`src/rtl/mux_pkg.sv`:
```
// mux_pkg: shared definitions for the selectable-channel skid mux.
//   buf_state_t : occupancy of the 2-entry skid buffer (EMPTY, ONE, FULL)
//   XFER_CNT_W  : width of the completed-output-transfer counter
package mux_pkg;

    typedef enum logic [1:0] {
        EMPTY = 2'd0,
        ONE   = 2'd1,
        FULL  = 2'd2
    } buf_state_t;

    localparam int XFER_CNT_W = 16;

endpackage

```
`src/rtl/skid_buf.sv`:
```
// skid_buf: 2-entry FIFO with valid/ready handshakes on both sides.
// in_ready comes from a register, so the upstream ready path is cut.
// An empty buffer plus an input transfer shows the beat on the next cycle.
// With out_ready held high, one beat per cycle passes through.
// Ports:
//   clk, rst              : clock and synchronous active-high reset
//   in_valid / in_ready   : upstream handshake
//   in_payload            : beat captured on an input transfer
//   out_valid / out_ready : downstream handshake
//   out_payload           : oldest buffered beat, held while stalled
module skid_buf #(
    parameter int W = 8
) (
    input  logic         clk,
    input  logic         rst,
    input  logic         in_valid,
    output logic         in_ready,
    input  logic [W-1:0] in_payload,
    output logic         out_valid,
    input  logic         out_ready,
    output logic [W-1:0] out_payload
);
    import mux_pkg::*;

    buf_state_t   state_reg, state_next;
    logic [W-1:0] head_reg;     // oldest beat, drives the output
    logic [W-1:0] tail_reg;     // second beat, only meaningful in FULL
    logic         in_ready_reg;
    logic         push, pop;

    assign push = in_valid && in_ready_reg;
    assign pop  = out_valid && out_ready;

    // State register
    always_ff @(posedge clk) begin
        if (rst) begin
            state_reg <= EMPTY;
        end else begin
            state_reg <= state_next;
        end
    end

    // Next-state logic
    always_comb begin
        state_next = state_reg;
        unique case (state_reg)
            EMPTY: if (push) state_next = ONE;
            ONE: begin
                if (push && !pop)      state_next = FULL;
                else if (pop && !push) state_next = EMPTY;
            end
            FULL:  if (pop) state_next = ONE;
            default: state_next = EMPTY;
        endcase
    end

    // Outputs decoded from state
    always_comb begin
        out_valid   = (state_reg != EMPTY);
        out_payload = head_reg;
        in_ready    = in_ready_reg;
    end

    // in_ready is computed one cycle early from the next state so that
    // it can be registered without ever admitting a third beat.
    always_ff @(posedge clk) begin
        if (rst) begin
            in_ready_reg <= 1'b1;
        end else begin
            in_ready_reg <= (state_next != FULL);
        end
    end

    // Datapath. A push into FULL cannot happen because in_ready is low.
    always_ff @(posedge clk) begin
        if (rst) begin
            head_reg <= '0;
            tail_reg <= '0;
        end else begin
            unique case (state_reg)
                EMPTY: if (push) head_reg <= in_payload;
                ONE: begin
                    // Simultaneous push/pop replaces the head directly.
                    if (push && pop) head_reg <= in_payload;
                    else if (push)   tail_reg <= in_payload;
                end
                FULL:  if (pop) head_reg <= tail_reg;
                default: ;
            endcase
        end
    end

endmodule

```
`src/rtl/mux_nxw_skid.sv`:
```
// mux_nxw_skid: N-input, W-bit channel selector feeding a 2-entry skid
// buffer, with a count of completed output transfers.
// A select >= NUM_IN yields zero data and raises the err flag for that beat.
// Ports:
//   clk, rst              : clock and synchronous active-high reset
//   in_valid / in_ready   : upstream handshake (in_ready registered)
//   in_data               : packed channels, channel k at [k*DATA_W +: DATA_W]
//   in_sel                : channel select for the offered beat
//   out_valid / out_ready : downstream handshake
//   out_data, out_sel     : selected data and the select that produced it
//   out_err               : beat was offered with an out-of-range select
//   xfer_cnt              : completed output transfers, wraps at 16 bits
module mux_nxw_skid
    import mux_pkg::*;
#(
    parameter int NUM_IN = 4,
    parameter int DATA_W = 8,
    parameter int SEL_W  = $clog2(NUM_IN)
) (
    input  logic                     clk,
    input  logic                     rst,
    input  logic                     in_valid,
    output logic                     in_ready,
    input  logic [NUM_IN*DATA_W-1:0] in_data,
    input  logic [SEL_W-1:0]         in_sel,
    output logic                     out_valid,
    input  logic                     out_ready,
    output logic [DATA_W-1:0]        out_data,
    output logic [SEL_W-1:0]         out_sel,
    output logic                     out_err,
    output logic [XFER_CNT_W-1:0]    xfer_cnt
);

    localparam int PAY_W = DATA_W + SEL_W + 1;

    logic [DATA_W-1:0]     ch [NUM_IN];
    logic [DATA_W-1:0]     sel_data;
    logic                  sel_err;
    logic [PAY_W-1:0]      in_payload, out_payload;
    logic [XFER_CNT_W-1:0] xfer_cnt_reg;

    genvar gi;
    generate
        for (gi = 0; gi < NUM_IN; gi++) begin : g_ch
            assign ch[gi] = in_data[gi*DATA_W +: DATA_W];
        end
    endgenerate

    // One extra bit on the compare so NUM_IN itself is representable.
    always_comb begin
        sel_err  = ({1'b0, in_sel} >= (SEL_W+1)'(NUM_IN));
        sel_data = '0;
        for (int k = 0; k < NUM_IN; k++) begin
            if (in_sel == SEL_W'(k)) sel_data = ch[k];
        end
    end

    assign in_payload = {sel_err, in_sel, sel_data};

    skid_buf #(
        .W (PAY_W)
    ) u_skid (
        .clk         (clk),
        .rst         (rst),
        .in_valid    (in_valid),
        .in_ready    (in_ready),
        .in_payload  (in_payload),
        .out_valid   (out_valid),
        .out_ready   (out_ready),
        .out_payload (out_payload)
    );

    assign out_data = out_payload[DATA_W-1:0];
    assign out_sel  = out_payload[DATA_W +: SEL_W];
    assign out_err  = out_payload[PAY_W-1];

    always_ff @(posedge clk) begin
        if (rst) begin
            xfer_cnt_reg <= '0;
        end else if (out_valid && out_ready) begin
            xfer_cnt_reg <= xfer_cnt_reg + 1'b1;
        end
    end

    assign xfer_cnt = xfer_cnt_reg;

endmodule

```
`config.mk`:
```
export PLATFORM = sky130hd
export DESIGN_NAME = mux_nxw_skid
export DESIGN_NICKNAME = d
export VERILOG_FILES = /design/src/rtl/mux_pkg.sv /design/src/rtl/skid_buf.sv /design/src/rtl/mux_nxw_skid.sv
export SDC_FILE = /design/constraint.sdc
export NUM_CORES = 1
export LEC_CHECK = 0
export ABC_CLOCK_PERIOD_IN_PS = 2000
export CORE_ASPECT_RATIO = 1.5
export CORE_MARGIN = 2
export CORE_UTILIZATION = 35
export DETAILED_ROUTE_END_ITERATION = 8
export PLACE_DENSITY_LB_ADDON = 0.08
export SETUP_SLACK_MARGIN = 0.3
export SKIP_LAST_GASP = 1
export SYNTH_ARGS = -nofsm -noshare
export SYNTH_HDL_FRONTEND = slang
export SYNTH_SLANG_ARGS = --single-unit
export TNS_END_PERCENT = 50
```
`constraint.sdc`:
```
create_clock -name clk -period 2 [get_ports clk]
set_clock_uncertainty 0.1 [all_clocks]
set_input_delay 0.4 -clock clk [delete_from_list [all_inputs] [get_ports clk]]
set_output_delay 0.4 -clock clk [all_outputs]
set_load 0.02 [all_outputs]
```
## Yosys cells after proc, flatten, opt, wreduce, memory -nomap -nowiden

Cells that the tools add are included.

- Bits of input ports: 38
- Output and inout port bits: 29
- Word-level logic and storage cells: 42
- Register bits: 40

- Reductions and logical operators: 13
- Muxes and demuxes: 13
- Bitwise gates (word level): 1
- Eq/ne operators: 9
- $add $sub $neg: 1

Operators with widths:

| operator | count |
|---|---|
| $mux 11 | 3 |
| $pmux 11 s3 | 1 |
| $mux 8 | 4 |
| $add 16x1->16 const B | 1 |
| $mux 2 | 4 |
| $eq 2x2->1 const B | 3 |
| $ne 2x1->1 const B | 3 |
| $pmux 2 s3 | 1 |
| $logic_and 1x1->1 | 5 |
| $eq 2x1->1 const B | 2 |
| $logic_not 2->1 | 2 |
| $reduce_and 4->1 | 1 |
| $reduce_and 3->1 | 1 |
| $reduce_bool 3->1 | 1 |
| $logic_not 1->1 | 2 |
| $ne 2x2->1 const B | 1 |
| $reduce_bool 2->1 | 1 |
| $not 1->1 | 1 |

## Logic depth before layout (Yosys ltp)

Gate-level depths: netlist (run 1).

- Word-level depth: 7
- Depth in mapped cells: 6
- Depth with buffers taken out: 5

## By module

A second synthesis (run 1) with hierarchy kept.

- Cells, all modules: 196
- Area total of the unflattened synthesis: 2044.5 um^2

Modules (own cells, without submodules):

| module | seq. area each (um^2) | times used | area an instance (um^2) | cells each |
|---|---|---|---|---|
| skid_buf | 500.5 | 1 | 1117.3 | 102 |
| mux_nxw_skid | 320.3 | 1 | 927.1 | 94 |

## Worst setup path before layout (run 1)

OpenSTA, ideal clock, no wires.

- Kind: flip-flop to flip-flop
- From: register xfer_cnt_reg[2], in the netlist xfer_cnt[2]
- To: register xfer_cnt_reg[11], in the netlist xfer_cnt[11]
- Data arrival time: 1626 ps
- Setup time: 70 ps
- Stages on the path, launching flop included: 6
- Clock period less this slack: 1797 ps
- Setup slack: 203 ps
- Cells stage by stage: dfxtp_1 > nand3_1 > or2_1 > clkbuf_2 > or4_1 > a21oi_1

- Cells in the longest elaborated chain, start to end: 1

RTL lines:

| what | line | RTL |
|---|---|---|
| start, declared | mux_nxw_skid.sv:40 | `logic [XFER_CNT_W-1:0] xfer_cnt_reg;` |
| start signal, assigned | mux_nxw_skid.sv:81 | `xfer_cnt_reg <= xfer_cnt_reg + 1'b1;` |
| $add 16x1->16 | mux_nxw_skid.sv:81 |  |

No other way between the ends.
A chain may end at the register's enable or synchronous reset.

## Worst setup path in the final report (run 1)

- From: register u_skid.head_reg[2], in the netlist u_skid.out_payload[2]
- To: output out_data[2]

RTL lines:

| what | line | RTL |
|---|---|---|
| start, declared | skid_buf.sv:26 | `logic [W-1:0] head_reg;` |
| start signal, assigned | skid_buf.sv:81 | `EMPTY: if (push) head_reg <= in_payload;` |
| start signal, assigned | skid_buf.sv:84 | `if (push && pop) head_reg <= in_payload;` |
| start signal, assigned | skid_buf.sv:87 | `FULL: if (pop) head_reg <= tail_reg;` |
| end, declared | mux_nxw_skid.sv:28 | `output logic [DATA_W-1:0] out_data,` |

No word-level cell between the ends.

==> impl_results.md, run 1 <==
- Worst-path clk slew: roughly 70 ps
- Fmax: roughly 580 MHz
- Synthesized area: 0.00187 mm^2
- Via/cell ratio: between 5 and 6
- Max-Cap Viols: 0
- IO Pins: 67
- Port buffer count: 65
- Layout Nets: around 320
- Ys flop type: dfxtp_1
- CTS H-tree depth: 2
- Pwr per Cell Area: 599 mW/mm^2
- Post-synthesis area per instance: slightly above 9 um^2
- Chip width: approximately 64 um
- Finished Layout Cells: about 350
- Max stage delay on crit path: ~600 ps
- Final ANT Viol Nets: 0
- Run status: completed
- Final Slew Violations: 0
- Post-Synthesis Cells: approximately 200
- Die area: 0.00594 mm^2
- EDFF count, synth: 0
- CP bufs+invs: 1
- Sequential power share: 0.481
- CTS Buffer Depth: 2
- ANT cells: 0
- Gr usage total: 0.168
- Clock share of power: 0.312
- CP arrival: 1230 ps
- Register area share after synthesis: 0.419
- FF+latch count, synth: 39
- Distinct cell type count of the synthesized netlist: between 40 and 50
- Grt ovf: 0
- CTS Hold Bufs: 0
- Max reg flops: 16
- Commonest non-fill, non-tap cell in the layout: clkdlybuf4s50_1
- Total number of vias: between 1500 and 2000
- Overall Power: 1.73 mW
- Share of cells above drive strength 1: 0.196
- Post-Layout Inst Area: 0.00289 mm^2
- Finish-stage setup viols: 0
- Synth Net Count: ~240
- Die height: 93.4 um
- Final hold violations: 0
- Worst-skew pair later-pin latency: between 200 and 300 ps
- Total negative slack: 0 ps
- Worst Path Required: around 1500 ps
- Initial DRC count: 71
- Crit path max-delay cell type: clkdlybuf4s50_1
- Sw Ratio: 0.256
- Share of flip-flops with an asynchronous set or reset: 0
- Leak: approximately 1.2 nW
- Vias in the first global route: 1757
- Core ar.: 0.00512 mm^2
- Tcrit/Tclk final: 0.864
- Area growth from synthesis to layout: 54.9%
- Sequence of cells on the critical path: clkdlybuf4s50_1
- Peak supply drop: around 0.00037 V
- Largest net degree at the start of global routing: 39
- Clock root cell: clkbuf_8
- Placement Rows: 32
- Ys Warns: 0
- CTS tree: yes
- Crit path capture type: primary output
- CTS Buf Count: 5
- Initial Util: 0.364
- Pre-CTS WS: -191 ps
- WL per Instance: between 10 and 15 um
- Int Pwr: about 1.3 mW
- GPL Wtd Cong: between 0.7 and 0.8
- RSZ-0062 raised after global routing: yes
- Final Hold Slack: roughly 380 ps
- Final design utilization: 0.564
- Critical path launch point type: register
- CTS sink cnt: 39
- WL final: approximately 4.6 mm
- Tmin final: 1730 ps
- Worst hold path type: register to register
- Comb power frac: 0.207
- Setup ws final: between 200 and 300 ps
- CP max FO: 2
- Cells after DPL: between 300 and 400
- Cell Area, Placed: 0.00272 mm^2
- Fill cell count: approximately 530
- Post-DP HPWL: 3.32 mm
- Sw Pwr: ~440 uW
- Cell family with most CP delay: buffers and inverters
- Antenna violations before repair: 0
- Storage cell area: 793 um^2
- Crit Path Category: register to primary output
- Pre-antenna DRT Iters: 4
- First-pass GRT wire length: between 7 and 8 mm
- Commonest cells after routing, fill and taps aside: 39 x clkdlybuf4s50_1, 31 x nor2_1, 29 x nand2_1, 29 x dfxtp_1, 22 x dlygate4sd2_1
- Multi-input gate area in the final layout: roughly 0.0011 mm^2
- Post-route DRC: 0
## power by group through the flow
stage | Sequential [mW] | Combinational [mW] | Clock (mW)
3_5_place_dp | 0.851 | 0.344 | 0
6_report | 0.833 | 0.358 | 0.540
5_1_grt | 0.837 | 0.390 | 0.595
4_1_cts | 0.833 | 0.333 | 0.562
3_3_place_gp | 0.849 | 0.343 | 0
2_1_floorplan | 0.872 | 0.143 | 0
## synthesized netlist by cell type (2+ instances only)
cell type / n / share of area
dfxtp_1: 39 / 0.42
nor2_1: 31 / 0.062
nand2_1: 30 / 0.060
mux2i_1: 11 / 0.059
a311oi_1: 10 / 0.047
clkbuf_1: 8 / 0.016
mux4_2: 8 / 0.097
a21oi_1: 6 / 0.016
nand3_1: 5 / 0.013
xnor2_1: 5 / 0.023
xor2_1: 5 / 0.023
buf_2: 3 / 0.0080
inv_1: 3 / 0.0060
o21ai_0: 3 / 0.0080
and4_1: 2 / 0.0094
buf_1: 2 / 0.0040
nand4_1: 2 / 0.0067
nor2b_1: 2 / 0.0067
nor3_1: 2 / 0.0054
nor4_1: 2 / 0.0067
o31ai_1: 2 / 0.0080
or3_1: 2 / 0.0067
or4_1: 2 / 0.0080
## path summary, 6_finish.rpt
| path | slack, ps | end | startpoint | cells past startpoint |
|---|---|---|---|---|
| worst min-delay path | 380 | xfer_cnt[1] | xfer_cnt[1] | 2 |
| worst max-delay path | 270 | out_data[2] | u_skid.out_payload[2] | 1 |
| worst max register to register | 320 | xfer_cnt[11] | xfer_cnt[2] | 4 |
| worst min register to register | 380 | xfer_cnt[1] | xfer_cnt[1] | 2 |
## layer usage
| metal | global-route usage | wire length, um |
|---|---|---|
| met1 | 0.188 | 1840 |
| met2 | 0.301 | 2470 |
| met3 | 0.0397 | 241 |
| met4 | 0.0707 | 76 |
| met5 | 0 | 0 |
## layout make-up
type / instances / area share
inverter: 3 / 0.00390
sequential: 39 / 0.274
clock inverter: 1 / 0.00173
multi-input combinational: 147 / 0.367
timing repair buffer: 84 / 0.295
tap: 68 / 0.0294
clock buffer: 6 / 0.0286
## what timing repair did
action | 4_1_cts | 5_1_grt
setup endpoints to repair | 53 | 31
pin swaps | 1 | 1
setup buffers | 1 | 1
cloned | 0 | 2
gates resized for setup | 26 | 18
## kinds of logic after synthesis
kind of cell             count (synthesis)  synth area share
AND/OR/NAND/NOR                         87             0.211
flip-flops                              39             0.419
multiplexers                            20             0.162
XOR/XNOR                                10            0.0469
AO/OA/AOI/OAI                           28             0.112
adder cells (fa/ha/maj)                  1           0.00671
other                                    1           0.00201
buffers and inverters                   18            0.0409
Power figures use the tool's default switching activity.
==> run 2, diff against run 1 <==
--- a/config.mk
+++ b/config.mk
@@ -5,7 +5,7 @@
 export SDC_FILE = /design/constraint.sdc
 export NUM_CORES = 1
 export LEC_CHECK = 0
-export ABC_CLOCK_PERIOD_IN_PS = 2000
+export ABC_CLOCK_PERIOD_IN_PS = 1900
 export CORE_ASPECT_RATIO = 1.5
 export CORE_MARGIN = 2
 export CORE_UTILIZATION = 35
==> constraint.sdc (replaced) <==
create_clock -name clk -period 1.9 [get_ports clk]
set_clock_uncertainty 0.1 [all_clocks]
set_input_delay 0.38 -clock clk [delete_from_list [all_inputs] [get_ports clk]]
set_output_delay 0.38 -clock clk [all_outputs]
set_load 0.02 [all_outputs]
==> run 2 against run 1 <==
Clock power increased by 25%; critical path depth rose by 4; die area stayed put; non-clock buffer count grew 11; worst hold slack gained 4.6 ps; cell count rose by 3.4%; sequential power increased by 4.2%; global-route usage grew 0.57 points; highest routed layer unchanged; first-iteration DRC count rose by 51%.
==> impl_results.md, run 2 (synthesized netlist as in run 1, its figures left out) <==
- Grt ovf: 0
- Pwr per Cell Area: ~630 mW/mm^2
- Chip width: ~64 um
- Storage cell area: roughly 810 um^2
- Die height: between 90 and 100 um
- Pre-antenna DRT Iters: 6
- Crit path capture type: register
- Pre-CTS WS: -300 ps
- Run status: completed
- CTS H-tree depth: 2
- Initial DRC count: between 100 and 150
- Critical path launch point type: register
- Peak supply drop: roughly 0.0003 V
- CP arrival: roughly 1800 ps
- CTS tree: yes
- Tmin final: between 1500 and 2000 ps
- Finished Layout Cells: 360
- Worst-path clk slew: 80 ps
- Tcrit/Tclk final: 0.853
- IO Pins: 67
- Antenna violations before repair: 0
- RSZ-0062 raised after global routing: yes
- Placement Rows: 32
- Leak: approximately 1.4 nW
- Port buffer count: 65
- Commonest non-fill, non-tap cell in the layout: clkdlybuf4s50_1
- GPL Wtd Cong: around 0.74
- Core ar.: between 0.005 and 0.006 mm^2
- Layout Nets: 330
- Post-route DRC: 0
- Largest net degree at the start of global routing: 14
- Total negative slack: 0 ps
- Clock root cell: clkbuf_8
- CTS Hold Bufs: 0
- Worst-skew pair later-pin latency: about 290 ps
- Commonest cells after routing, fill and taps aside: 34 x clkdlybuf4s50_1, 31 x nor2_1, 29 x nand2_1
- Worst Path Required: about 2000 ps
- Post-DP HPWL: roughly 3.5 mm
- Share of cells above drive strength 1: 0.264
- ANT cells: 0
- Fmax: around 620 MHz
- Worst hold path type: register to register
- Fill cell count: between 400 and 500
- WL final: ~5.0 mm
- Initial Util: 0.364
- Total number of vias: roughly 1800
- CP max FO: 4
- Area growth from synthesis to layout: 67.8%
- CTS Buffer Depth: 2
- Multi-input gate area in the final layout: between 0.001 and 0.0015 mm^2
- Final Slew Violations: 0
- Setup ws final: 279 ps
- Final hold violations: 0
- Max reg flops: 16
- Crit Path Category: register to register
- Final ANT Viol Nets: 0
- First-pass GRT wire length: 8.07 mm
- WL per Instance: 13.9 um
- Via/cell ratio: ~5
- Gr usage total: 0.174
- FF-to-FF setup slack: about 280 ps
- Final design utilization: 0.611
- CTS Buf Count: 5
- Die area: just under 0.006 mm^2
- Cell Area, Placed: about 0.0028 mm^2
- Cells after DPL: 340
- Vias in the first global route: about 1700
- Finish-stage setup viols: 0
- Max-Cap Viols: 0
- CTS sink cnt: 39
- Post-Layout Inst Area: about 0.0031 mm^2
run 2: where the power goes:
group          total [mW]  switching (mW)  leakage, nW  internal (mW)
Sequential          0.868          0.0217        0.325          0.846
Clock               0.675           0.302       0.0594          0.372
Combinational       0.426           0.170         1.04          0.257
Total                1.97           0.494         1.42           1.48
run 2: repair_timing:
item	CTS	global route
endpoints found under the setup margin	57	38
resized for setup	30	28
buffers inserted	7	2
pin swaps	4	3
cloned	3	0
run 2: area by class of cell:
type,instances,share of cell area
Tap cell,68,0.0272
Timing Repair Buffer,95,0.323
Clock buffer,7,0.0344
Inverter,3,0.00360
Sequential cell,39,0.259
Clock inverter,1,0.00160
Multi-Input combinational cell,147,0.351
run 2: critical path: stages (launching register included):
cell and delay (ps):
dfxtp_4 360, buf_4 140, o21ai_4 60, or2_4 240, or4_1 500, a21oi_1 160
run 2: worst paths after layout:
kind                                           from                     to  cells past startpoint
worst max-delay path            u_skid.state_reg[1]           xfer_cnt[11]                      5
worst min-delay path             u_skid.tail_reg[9]  u_skid.out_payload[9]                      2
worst max register to register  u_skid.state_reg[1]           xfer_cnt[11]                      5
worst min register to register   u_skid.tail_reg[9]  u_skid.out_payload[9]                      2
run 2: layer usage:
| metal | wire (um) | GRT usage | up-vias | part of all wire |
|---|---|---|---|---|
| li1 | - | - | 895 | - |
| met5 | 0 | 0 | - | 0 |
| met1 | 1850 | 0.188 | 846 | 0.37 |
| met2 | 2830 | 0.331 | 62 | 0.57 |
| met4 | 45 | 0.0525 | 0 | 0.0090 |
| met3 | 279 | 0.0373 | 4 | 0.056 |
run 2: stage by stage:
step                hold WS, ps  power [mW]
floorplan                   354        1.07
global placement            362        1.26
detailed placement          370        1.26
CTS                         381        1.99
global route                403        2.05
finish                      381        1.97
==> run 3, diff against run 2 <==
--- a/config.mk
+++ b/config.mk
@@ -10,10 +10,10 @@
 export CORE_MARGIN = 2
 export CORE_UTILIZATION = 35
 export DETAILED_ROUTE_END_ITERATION = 8
+export GPL_ROUTABILITY_DRIVEN = 0
 export PLACE_DENSITY_LB_ADDON = 0.08
 export SETUP_SLACK_MARGIN = 0.3
 export SKIP_LAST_GASP = 1
 export SYNTH_ARGS = -nofsm -noshare
 export SYNTH_HDL_FRONTEND = slang
 export SYNTH_SLANG_ARGS = --single-unit
-export TNS_END_PERCENT = 50
==> run 3 against run 2 <==
Power shrank 0.30%; critical path type unchanged; highest routed layer unchanged; sequential power hardly changed; largest power group unchanged; core utilization up 0.83 points; wire length increased by 3.0%.
==> impl_results.md, run 3 (synthesized netlist as in run 1, its figures left out) <==
- Crit Path Category: register to register
- Final Slew Violations: 0
- Via/cell ratio: 4.98
- Grt ovf: 0
- Critical path launch point type: register
- CTS Buffer Depth: 2
- Antenna violations before repair: 0
- Die height: 93.4 um
- Initial Util: 0.364
- Leak: 1.28 nW
- Run status: completed
- Peak supply drop: 0.000309 V
- Vias in the first global route: ~1700
- Fill cell count: 490
- ANT cells: 0
- Pre-antenna DRT Iters: 4
- Tmin final: 1630 ps
- Total number of vias: 1827
- CTS tree: yes
- Setup ws final: between 200 and 300 ps
- Port buffer count: 65
- Layout Nets: 337
- Clock root cell: clkbuf_8
- Crit path capture type: register
- CTS Buf Count: 5
- IO Pins: 67
- CP max FO: 5
- Post-DP HPWL: between 3 and 4 mm
- Post-route DRC: 0
- CTS sink cnt: 39
- Worst hold path type: register to register
- Commonest cells after routing, fill and taps aside: 34 x clkdlybuf4s50_1, 28 x nand2_1, 28 x nor2_1, 28 x dlygate4sd2_1, 27 x buf_4
- WL per Instance: 14.1 um
- Core ar.: around 0.0051 mm^2
- CTS Hold Bufs: 0
- Final hold violations: 0
- Pre-CTS WS: -300 ps
- Max-Cap Viols: 0
- Fmax: roughly 610 MHz
- Area growth from synthesis to layout: 70.1%
- Tcrit/Tclk final: 0.858
- Worst-skew pair later-pin latency: between 200 and 300 ps
- RSZ-0062 raised after global routing: yes
- WL final: 5.16 mm
- Worst-path clk slew: ~80 ps
- Worst Path Required: approximately 2000 ps
- Overall Power: approximately 2.0 mW
- Share of cells above drive strength 1: 0.314
- Pwr per Cell Area: slightly above 600 mW/mm^2
- Finish-stage setup viols: 0
- Die area: between 0.005 and 0.006 mm^2
- Final design utilization: 0.619
- Max reg flops: 16
- Placement Rows: 32
- Final ANT Viol Nets: 0
- CP arrival: 1720 ps
- Largest net degree at the start of global routing: 14
- First-pass GRT wire length: slightly above 8 mm
- Commonest non-fill, non-tap cell in the layout: clkdlybuf4s50_1
- CTS H-tree depth: 2
- Initial DRC count: 80
- Chip width: around 64 um
- Gr usage total: 0.174
run 3: changes by cell type in the layout (fill, tap and decap cells not counted), sizes merged:
cell          before  now
buf               28   36
dlymetal6s2s      16    0
dlygate4sd2       13   28
bufbuf             2    1
clkbuf             8    9
run 3: area by class of cell:
cell class	instances	area, um^2	area share
multi-input combinational	147	1140	0.360
timing repair buffer	102	1010	0.317
sequential	39	817	0.257
clock buffer	7	108	0.0339
tap	68	85.1	0.0268
inverter	3	11.3	0.00355
clock inverter	1	5.00	0.00158
run 3: per-layer routing:
metal,share of wire,GRT usage,wire length [um]
met1,0.38,0.188,1950
met3,0.051,0.0373,262
met4,0.0091,0.0525,47
met2,0.56,0.331,2900
met5,0,0,0
run 3: critical path, stage by stage, from the launching register on:
cell	delay (ps)
dfxtp_4	360
buf_8	120
o32ai_4	380
buf_6	160
buf_12	110
nor2_2	40
a311oi_2	260
run 3: path summary, 6_finish.rpt:
kind | cells after the start | slack [ps] | from | to
max | 6 | 270 | u_skid.state_reg[1] | u_skid.out_payload[5]
max reg2reg | 6 | 270 | u_skid.state_reg[1] | u_skid.out_payload[5]
min | 2 | 380 | u_skid.tail_reg[9] | u_skid.out_payload[9]
min reg2reg | 2 | 380 | u_skid.tail_reg[9] | u_skid.out_payload[9]
run 3: timing repair:
action / CTS / global route
endpoints found under the setup margin: 57 / 22
pin swaps: 4 / 14
gates cloned: 3 / 0
gates resized for setup: 46 / 31
buffers inserted: 7 / 9
run 3: power by group:
part           switching, mW  internal, mW
clock network          0.298         0.372
registers             0.0229         0.844
logic                  0.177         0.249
run 3: per-stage QoR:
stage               cell area, um^2  instances  TNS (ps)  hold WS [ps]
finish                         3170        367         0           379
global route                   3170        367         0           401
CTS                            3020        358         0           381
detailed placement             2750        340     -4800           370
global placement               2750        340     -4250           362
floorplan                      1910        204         0           354
